[config.mk]
export PLATFORM = sky130hd
export DESIGN_NAME = lift_req_sched_flat
export DESIGN_NICKNAME = d
export VERILOG_FILES = /design/src/rtl/lift_pkg.sv /design/src/rtl/lift_req_sched_if.sv /design/src/rtl/lift_rr_pick.sv /design/src/rtl/lift_req_sched.sv /design/src/flat_wrapper.sv
export SDC_FILE = /design/constraint.sdc
export NUM_CORES = 1
export LEC_CHECK = 0
export CORE_MARGIN = 2
export CORE_UTILIZATION = 40
export DETAILED_ROUTE_END_ITERATION = 10
export GPL_TIMING_DRIVEN = 0
export PLACE_DENSITY = 0.7
export SLEW_MARGIN = 20
export SYNTH_ARGS = -nofsm -noshare
export SYNTH_HDL_FRONTEND = slang
export SYNTH_SLANG_ARGS = --single-unit
[constraint.sdc]
create_clock -name clk -period 7 [get_ports clk]
set_input_delay 1.05 -clock clk [delete_from_list [all_inputs] [get_ports clk]]
set_output_delay 1.05 -clock clk [all_outputs]
set_load 0.005 [all_outputs]
[src/rtl/lift_pkg.sv]
// Shared definitions for the lift controller slice: request codes, hall-call
// button indices, the scheduler state encoding and the index<->code mapping.
package lift_pkg;

  localparam int unsigned N_CALLS = 6;

  // Request codes as seen on the lift FSM din input
  localparam logic [2:0] C_NONE = 3'b000;
  localparam logic [2:0] C_1U   = 3'b001;
  localparam logic [2:0] C_2U   = 3'b010;
  localparam logic [2:0] C_3U   = 3'b011;
  localparam logic [2:0] C_2D   = 3'b110;
  localparam logic [2:0] C_3D   = 3'b111;
  localparam logic [2:0] C_4D   = 3'b100;

  // Hall-call button bit positions
  localparam int unsigned B_1U = 0;
  localparam int unsigned B_2U = 1;
  localparam int unsigned B_3U = 2;
  localparam int unsigned B_2D = 3;
  localparam int unsigned B_3D = 4;
  localparam int unsigned B_4D = 5;

  typedef enum logic [1:0] {
    S_IDLE  = 2'd0,
    S_ISSUE = 2'd1,
    S_WAIT  = 2'd2
  } sched_state_t;

  function automatic logic [2:0] idx2code(input logic [2:0] idx);
    logic [2:0] code;
    case (idx)
      3'd0:    code = C_1U;
      3'd1:    code = C_2U;
      3'd2:    code = C_3U;
      3'd3:    code = C_2D;
      3'd4:    code = C_3D;
      3'd5:    code = C_4D;
      default: code = C_NONE;
    endcase
    return code;
  endfunction

  function automatic logic [2:0] code2idx(input logic [2:0] code);
    logic [2:0] idx;
    case (code)
      C_1U:    idx = 3'd0;
      C_2U:    idx = 3'd1;
      C_3U:    idx = 3'd2;
      C_2D:    idx = 3'd3;
      C_3D:    idx = 3'd4;
      C_4D:    idx = 3'd5;
      default: idx = 3'd0;
    endcase
    return idx;
  endfunction

endpackage

[src/rtl/lift_req_sched_if.sv]
// Button/lamp and lift-FSM handshake bundle around the request scheduler.
// master = scheduler side, slave = buttons/lamps and lift FSM side.
interface lift_req_sched_if;
  import lift_pkg::*;

  logic [N_CALLS-1:0] btn;
  logic               lift_done;
  logic [2:0]         lift_din;
  logic               lift_q_empty;
  logic [N_CALLS-1:0] lamp;
  logic               tmo;

  modport master (
    input  btn, lift_done,
    output lift_din, lift_q_empty, lamp, tmo
  );

  modport slave (
    output btn, lift_done,
    input  lift_din, lift_q_empty, lamp, tmo
  );

endinterface

[src/rtl/lift_rr_pick.sv]
// Combinational 6-way round-robin picker. Searches ptr+1, ptr+2, ... (mod 6)
// and grants the first set request bit.
module lift_rr_pick
  import lift_pkg::*;
(
  input  logic [N_CALLS-1:0] req,
  input  logic [2:0]         ptr,
  output logic [2:0]         gnt_idx,
  output logic               gnt_vld
);

  logic [2:0] cand;

  // Walk the candidates farthest-first so the nearest set bit after ptr is
  // the last one written and therefore wins.
  always_comb begin
    gnt_idx = 3'd0;
    gnt_vld = 1'b0;
    cand    = 3'd0;
    for (int k = N_CALLS; k >= 1; k--) begin
      cand = 3'((32'(ptr) + 32'(k)) % N_CALLS);
      if (req[cand]) begin
        gnt_idx = cand;
        gnt_vld = 1'b1;
      end
    end
  end

endmodule

[src/rtl/lift_req_sched.sv]
// Hall-call request scheduler. Latches button pulses into a pending set that
// also drives the lamps, offers one call at a time to the lift FSM in
// round-robin order, and retires the call only when the lift acknowledges by
// dropping lift_done. An offer the lift never takes is abandoned after
// ACK_TMO cycles with a one-cycle tmo pulse; the call stays pending.
//
//   state   | meaning
//   --------+--------------------------------------------------------------
//   S_IDLE  | nothing offered; wait for a pending call while the lift is done
//   S_ISSUE | granted code on lift_din, waiting for lift_done to fall
//   S_WAIT  | call retired; wait for the lift to report done again
module lift_req_sched
  import lift_pkg::*;
#(
  parameter int unsigned ACK_TMO = 8
) (
  input logic               clk,
  input logic               rst,
  lift_req_sched_if.master  bus
);

  sched_state_t       state;
  logic [N_CALLS-1:0] pend;
  logic [N_CALLS-1:0] clr;
  logic [2:0]         ptr;
  logic [2:0]         iss_idx;
  logic [7:0]         tmo_cnt;
  logic [2:0]         gnt_idx;
  logic               gnt_vld;

  lift_rr_pick u_pick (
    .req     (pend),
    .ptr     (ptr),
    .gnt_idx (gnt_idx),
    .gnt_vld (gnt_vld)
  );

  assign bus.lamp = pend;

  // One-hot clear of the offered call on the acknowledge edge.
  always_comb begin
    clr = '0;
    if (state == S_ISSUE && !bus.lift_done) begin
      clr[iss_idx] = 1'b1;
    end
  end

  // Pending set; a clear beats a press of the same bit on the same edge.
  always_ff @(posedge clk) begin
    if (rst) begin
      pend <= '0;
    end else begin
      pend <= (pend | bus.btn) & ~clr;
    end
  end

  // Offer/acknowledge sequencer with registered lift-side outputs.
  always_ff @(posedge clk) begin
    if (rst) begin
      state            <= S_IDLE;
      ptr              <= 3'd5;
      iss_idx          <= 3'd0;
      tmo_cnt          <= 8'd0;
      bus.lift_din     <= C_NONE;
      bus.lift_q_empty <= 1'b1;
      bus.tmo          <= 1'b0;
    end else begin
      bus.tmo <= 1'b0;
      case (state)
        S_IDLE: begin
          if (gnt_vld && bus.lift_done) begin
            state            <= S_ISSUE;
            ptr              <= gnt_idx;
            iss_idx          <= gnt_idx;
            tmo_cnt          <= 8'(ACK_TMO);
            bus.lift_din     <= idx2code(gnt_idx);
            bus.lift_q_empty <= 1'b0;
          end
        end
        S_ISSUE: begin
          if (!bus.lift_done) begin
            state            <= S_WAIT;
            bus.lift_din     <= C_NONE;
            bus.lift_q_empty <= 1'b1;
          end else if (tmo_cnt == 8'd1) begin
            // ptr already points at the abandoned call, so the next search
            // starts past it and another pending call gets a turn.
            state            <= S_IDLE;
            bus.tmo          <= 1'b1;
            bus.lift_din     <= C_NONE;
            bus.lift_q_empty <= 1'b1;
          end else begin
            tmo_cnt <= tmo_cnt - 8'd1;
          end
        end
        S_WAIT: begin
          if (bus.lift_done) begin
            state <= S_IDLE;
          end
        end
        default: begin
          state            <= S_IDLE;
          bus.lift_din     <= C_NONE;
          bus.lift_q_empty <= 1'b1;
        end
      endcase
    end
  end

endmodule

[src/flat_wrapper.sv]
// flat-port wrapper written by rule: the top's interface ports become plain ports
module lift_req_sched_flat import lift_pkg::*;
#(
  parameter int unsigned ACK_TMO = 8
)
  (clk, rst, bus_btn, bus_lift_done, bus_lift_din, bus_lift_q_empty, bus_lamp, bus_tmo);
  lift_req_sched_if bus_i ();
  input logic clk;
  input logic rst;
  input wire logic [$bits(bus_i.btn)-1:0] bus_btn;
  input wire logic [$bits(bus_i.lift_done)-1:0] bus_lift_done;
  output wire logic [$bits(bus_i.lift_din)-1:0] bus_lift_din;
  output wire logic [$bits(bus_i.lift_q_empty)-1:0] bus_lift_q_empty;
  output wire logic [$bits(bus_i.lamp)-1:0] bus_lamp;
  output wire logic [$bits(bus_i.tmo)-1:0] bus_tmo;
  assign bus_i.btn = bus_btn;
  assign bus_i.lift_done = bus_lift_done;
  assign bus_lift_din = bus_i.lift_din;
  assign bus_lift_q_empty = bus_i.lift_q_empty;
  assign bus_lamp = bus_i.lamp;
  assign bus_tmo = bus_i.tmo;
  lift_req_sched #(.ACK_TMO(ACK_TMO)) u_core (.clk(clk), .rst(rst), .bus(bus_i));
endmodule
==> metrics, run 1 <==
Max FO, Critical Path=10; Pre-antenna DRT Iters=4; Max-slew headroom=a little under three fifths; Post-synth EDFFs=0; Crit Path Class=flip-flop to flip-flop; Critical R2R Capture=u_core.tmo_cnt[5]; DR vias=between 2,000 and 2,500; Distinct cells, synth=63; final hold viol count=0; CTS Hold Bufs=0; post-DR vias/cell=about 5.7; Initial Util=between 40% and 50%; Die Y=between 70 and 80 µm; Hold EP=u_core.bus.lift_q_empty; DP HPWL=approximately 4.2 mm; Net Count, Synth=293; final period utilization=66.8%; top cells by area, synth=dfxtp_1 24%, ha_1 6.9%, nor2_1 5.0%, mux2i_1 3.7%, nand2_1 3.4%; worst reg2reg path startpoint=u_core.ptr[2]; Synth Register Bits=26; Layout area overhead=15.3%; total global-route track usage=a little under a fifth; grt total ovfl=0; worst slack at placement=approximately 2.4 ns; startpoint types=flip-flop; CTS resizes=0; GP Congestion=roughly 0.91; first-pass GRT wire length=9.21 mm; Post-synth top cells=29 x nor2_1, 26 x dfxtp_1, 20 x nand2_1; fmax=roughly 210 MHz; num ports=20; CP arrival=slightly below 5 ns; setup repair bufs after CTS=0; initial antenna violation count=0; cell with the most instances after synthesis=nor2_1; RSZ-0062 raised after global routing=no; DRC violations left=0; final wirelength=5.34 mm; Placement Rows=26; HP Class=flip-flop to flip-flop; Sink Count=26; Die Area=slightly above 0.006 mm²; PortBufs=19; outcome=complete, no violations; Power per Cell Area=~440 mW/mm²; fin. max-slew vios=0; Max Buffers Root-to-Sink=2; clk slew on worst S/H paths=0.09 ns; Post-Syn Area=approximately 0.0022 mm²; Final ANT Viol Nets=0; worst reg2reg setup slack=between 2 and 2.5 ns; clk_skew=around 0.0021 ns; largest net degree at the start of global routing=15; final setup vio count=0; hold path startpoint=u_core.bus.lift_q_empty; CP Capture Type=flip-flop; Root Driver=clkbuf_8; Req. time, crit path=just over 7 ns; hold depth=2; post-synth top area share=a little under a quarter; Final nets=317; Worst IR Drop VDD=~230 µV; Skew-Pair Late Insertion Delay=approximately 0.26 ns; TNS Setup=0 ns; setup slack after layout=~2.3 ns; wire per inst=14.6 µm; number of DRC markers in iteration 0=96; Lkg Pwr=about 1 nW; R2R depth=16; Synth warnings=0; antenna cells=0; MaxCap Viol Count=0; CTS Buf Count=3; Cells after Synth=around 270; Worst-Margin Slew=~0.64 ns; Die X=~78 µm; CTS H-tree lvls=1; post-synthesis sequential area ratio=around a quarter; syn_area_per_cell=approximately 8.0 µm²; async set-or-reset flop fraction in the synthesized netlist=0%; core area=~0.0052 mm²; Synth Flop Type=dfxtp_1; CTS tree=done; cell accounting for the most synthesized area=dfxtp_1; vias in the first global route=2,011; layout cells sized above 1=a little under a tenth; Period minus WS final=4.67 ns
==> state kept, by name, summed over array words and instances (netlist names) <==
register	flops
u_core.tmo_cnt	8
u_core.bus.lamp	6
u_core.ptr	2
u_core.bus.lift_q_empty	1
u_core.bus.lift_din	3
u_core.state	2
u_core.iss_idx	3
u_core.bus.tmo	1
==> critical path, cell delays in order, from the launching register on <==
cell,delay (ns)
dfxtp_1,0.45
buf_2,0.28
inv_1,0.07
ha_1,0.17
clkbuf_1,0.26
a21o_1,0.29
ha_1,0.33
or4b_1,0.51
and3_4,0.22
or2_1,0.27
a31oi_2,0.27
a31oi_1,0.23
a311oi_4,0.56
buf_4,0.27
o211ai_1,0.14
xnor2_1,0.17
nor2_1,0.05
==> how the worst max path moves through the flow <==
| stage | from | end | slack (ns) | cells after the start |
|---|---|---|---|---|
| after CTS | u_core.ptr[2] | u_core.tmo_cnt[5] | 2.36 | 16 |
| final | u_core.ptr[2] | u_core.tmo_cnt[5] | 2.33 | 16 |
| after floorplan | u_core.ptr[2] | u_core.tmo_cnt[5] | 3.04 | 16 |
| after global routing | u_core.ptr[2] | u_core.tmo_cnt[5] | 2.05 | 16 |
| after detailed placement | u_core.ptr[2] | u_core.tmo_cnt[5] | 2.39 | 16 |
| after global placement | u_core.ptr[2] | u_core.tmo_cnt[5] | 2.42 | 16 |
==> per-layer routing <==
layer  global-route usage, %  up-vias  part of all wire (%)
met5                       0        -                     0
met4                    4.11        0                   1.0
met3                    1.63        4                   4.7
met2                    31.6       53                    48
met1                    24.6      979                    47
li1                        -     1048                     -
==> final cells by class <==
class / instances / area (µm²)
Fill cell: 478 / 2660
Multi-Input combinational cell: 217 / 1530
Sequential cell: 26 / 520
Timing Repair Buffer: 19 / 190
Tap cell: 70 / 87.6
Buffer: 13 / 66.3
Inverter: 16 / 62.6
Clock buffer: 4 / 55.1
==> report_power, final <==
group / switching, W / internal (W)
clock: 0.0000443 / 0.0000502
sequential: 0.0000445 / 0.000195
combinational: 0.000453 / 0.000323
==> cell usage in the layout, fill, tap and decap left out, types with 6 or more instances in the layout <==
master / n
clkbuf_1: 8
o31ai_1: 6
nand3_1: 7
a21oi_1: 13
o21ai_0: 10
mux2i_1: 8
xor2_1: 7
dfxtp_1: 26
nand2_1: 20
nor3_1: 13
nor2_1: 29
clkdlybuf4s50_1: 19
ha_1: 12
inv_1: 14
==> cell families after synthesis <==
logic type / share of synthesized area (%)
xor gates and xnor gates: 4.42
buffers and inverters: 5.91
muxes: 8.31
AOI/OAI and AO/OA: 24.2
adders and majority gates: 6.88
DFF: 23.9
and+or+nand+nor: 26.4
==> stage by stage <==
stage | total power (W) | util (%) | instance area (µm²) | instances | hold slack [ns]
after floorplan | 0.000836 | - | 2180 | 272 | 0.459
after global placement | 0.000992 | 47.6 | 2460 | 361 | 0.458
after detailed placement | 0.00101 | 47.6 | 2460 | 361 | 0.463
after CTS | 0.00111 | 48.6 | 2510 | 365 | 0.476
after global routing | 0.00121 | 48.6 | 2510 | 365 | 0.505
final | 0.00111 | 48.6 | 2510 | 365 | 0.476
Power figures use the tool's default switching activity.
==> inputs of run 2 (changes only) <==
Settings changed: PLACE_DENSITY 0.7 to 0.72.
Clock period 7 ns to 3.96 ns, I/O delays scaled along.
==> run 2 against run 1 <==
Design area up 11%. Count of clock-buffer cells in the layout unchanged. Fmax up 22%. Utilization up 5.3 points. First-iteration DRC count up 36%. Flip-flop and latch count unchanged. Largest power group unchanged.
==> metrics, run 2 (synthesized netlist as in run 1, its figures left out) <==
final hold viol count=0; Skew-Pair Late Insertion Delay=around 0.27 ns; Worst IR Drop VDD=roughly 540 µV; DRC violations left=0; CTS tree=done; total global-route track usage=between 10% and 20%; Max-slew headroom=between 40% and 50%; Die Y=roughly 78 µm; post-DR vias/cell=around 5.7; Root Driver=clkbuf_8; Crit Path Class=flip-flop to flip-flop; Die X=77.9 µm; Final ANT Viol Nets=0; fmax=approximately 260 MHz; Pre-antenna DRT Iters=4; initial antenna violation count=0; vias in the first global route=between 1,500 and 2,000; M2 GR Usage=30.8%; layer with the highest usage=met2; critical path's slowest cell=or4b_4; wire per inst=between 15 and 20 µm; first-pass GRT wire length=around 9.3 mm; Layout area overhead=27.9%; Period minus WS final=3.82 ns; Final nets=330; Max FO, Critical Path=10; switching power=0.00108 W; clk slew on worst S/H paths=around 0.090 ns; GP Congestion=0.953; MaxCap Viol Count=0; clock power share=approximately 7.6%; core area=~0.0052 mm²; Max Buffers Root-to-Sink=2; Placed Instances=361; HP Class=flip-flop to flip-flop; final period utilization=between 90 and 100%; CTS Hold Bufs=0; CP Capture Type=flip-flop; Worst path most repeated cell=ha_4; grt total ovfl=0; Net Sw Frac=between 40% and 50%; Largest register FFs=8; commonest non-fill, non-tap cell in the layout=nor2_1; Initial Util=~42%; CTS H-tree lvls=1; largest net degree at the start of global routing=15; CTS Buf Count=3; DR vias=between 2,000 and 2,500; final setup vio count=0; Die Area=between 0.006 and 0.007 mm²; number of DRC markers in iteration 0=about 130; Final Util=between 50% and 60%; fin. max-slew vios=0; Cell Int Power=between 0.001 and 0.0015 W; CP arrival=~4.0 ns; Worst-Margin Slew=about 0.79 ns; num ports=20; combinational cell fraction of total power=about three quarters; critical path, cell by cell=buf_12 -> inv_1 -> ha_4 -> a21o_1 -> ha_4 -> or4b_4 -> and3_4 -> or2_1 -> a31oi_4 -> a31oi_2 -> a311oi_4 -> buf_4 -> inv_4 -> nor4_4 -> o21bai_1; Placement Rows=26; M1 GR Usage=about a quarter; sequential share of power=approximately a fifth; PortBufs=19; TNS Setup=0 ns; Req. time, crit path=roughly 4.1 ns; max incr delay on CP=roughly 0.5 ns; Top reg by flops=u_core.tmo_cnt; GR Layer Usage met3=less than 1%; Final Non-Filler Cells=378; Sink Count=26; clk_skew=0.00598 ns; placed cell area=0.00247 mm²; final instance area=~0.0028 mm²; most frequent cells in the layout=29 x nor2_1, 23 x dfxtp_1, 20 x nand2_1; Lkg Pwr=around 1.1 nW; Power per Cell Area=811 mW/mm²; layout cells sized above 1=approximately a fifth; DP HPWL=4.19 mm; startpoint types=flip-flop; antenna cells=0; final wirelength=~5.8 mm; outcome=complete, no violations
==> run 2: worst max-delay path: cells and delay by family, from the launching register on <==
family | cells | cell delay (ns)
AOI/OAI and AO/OA | 5 | 1.12
adders and majority gates | 2 | 0.45
DFF | 1 | 0.38
and+or+nand+nor | 4 | 1.31
buffers and inverters | 4 | 0.44
==> run 2: final timing paths <==
path	end	slack, ns	cells past startpoint	from
max	u_core.ptr[0]	0.14	15	u_core.ptr[2]
min	u_core.bus.lift_din[1]	0.47	2	u_core.bus.lift_din[1]
max reg2reg	u_core.ptr[0]	0.14	15	u_core.ptr[2]
min reg2reg	u_core.bus.lift_din[1]	0.47	2	u_core.bus.lift_din[1]
==> run 2: power groups by stage <==
stage / combinational [W] / clock [W] / sequential [W]
5_1_grt: 0.00183 / 0.000184 / 0.000434
2_1_floorplan: 0.00108 / 0 / 0.000409
6_report: 0.00167 / 0.000172 / 0.000421
3_3_place_gp: 0.00133 / 0 / 0.000426
3_5_place_dp: 0.00136 / 0 / 0.000426
4_1_cts: 0.00142 / 0.000175 / 0.000424
==> run 2: area by class of cell <==
cell class | instances | area, µm²
Buffer | 12 | 87.6
Tap cell | 70 | 87.6
Inverter | 16 | 62.6
Timing Repair Buffer | 33 | 299
Multi-Input combinational cell | 217 | 1670
Sequential cell | 26 | 532
Clock buffer | 4 | 55.1
Fill cell | 468 | 2380
==> run 2: stage by stage <==
step | hold slack (ns) | total power (W) | setup WS, ns
floorplan | 0.458 | 0.00149 | 0.0162
global placement | 0.459 | 0.00176 | -0.576
detailed placement | 0.466 | 0.00178 | -0.573
CTS | 0.479 | 0.00202 | -0.000409
global route | 0.510 | 0.00245 | -0.0386
finish | 0.474 | 0.00226 | 0.144
==> run 2: routing by layer <==
layer | wire (µm) | up-vias
met1 | 2670 | 1000
met5 | 0 | -
met4 | 128 | 0
met3 | 270 | 12
met2 | 2710 | 63
li1 | - | 1073
==> run 2: timing repair <==
item / 4_1_cts / 5_1_grt
setup endpoints to repair: 18 / 17
pin swaps: 2 / 9
setup buffers: 2 / 12
resized for setup: 9 / 24
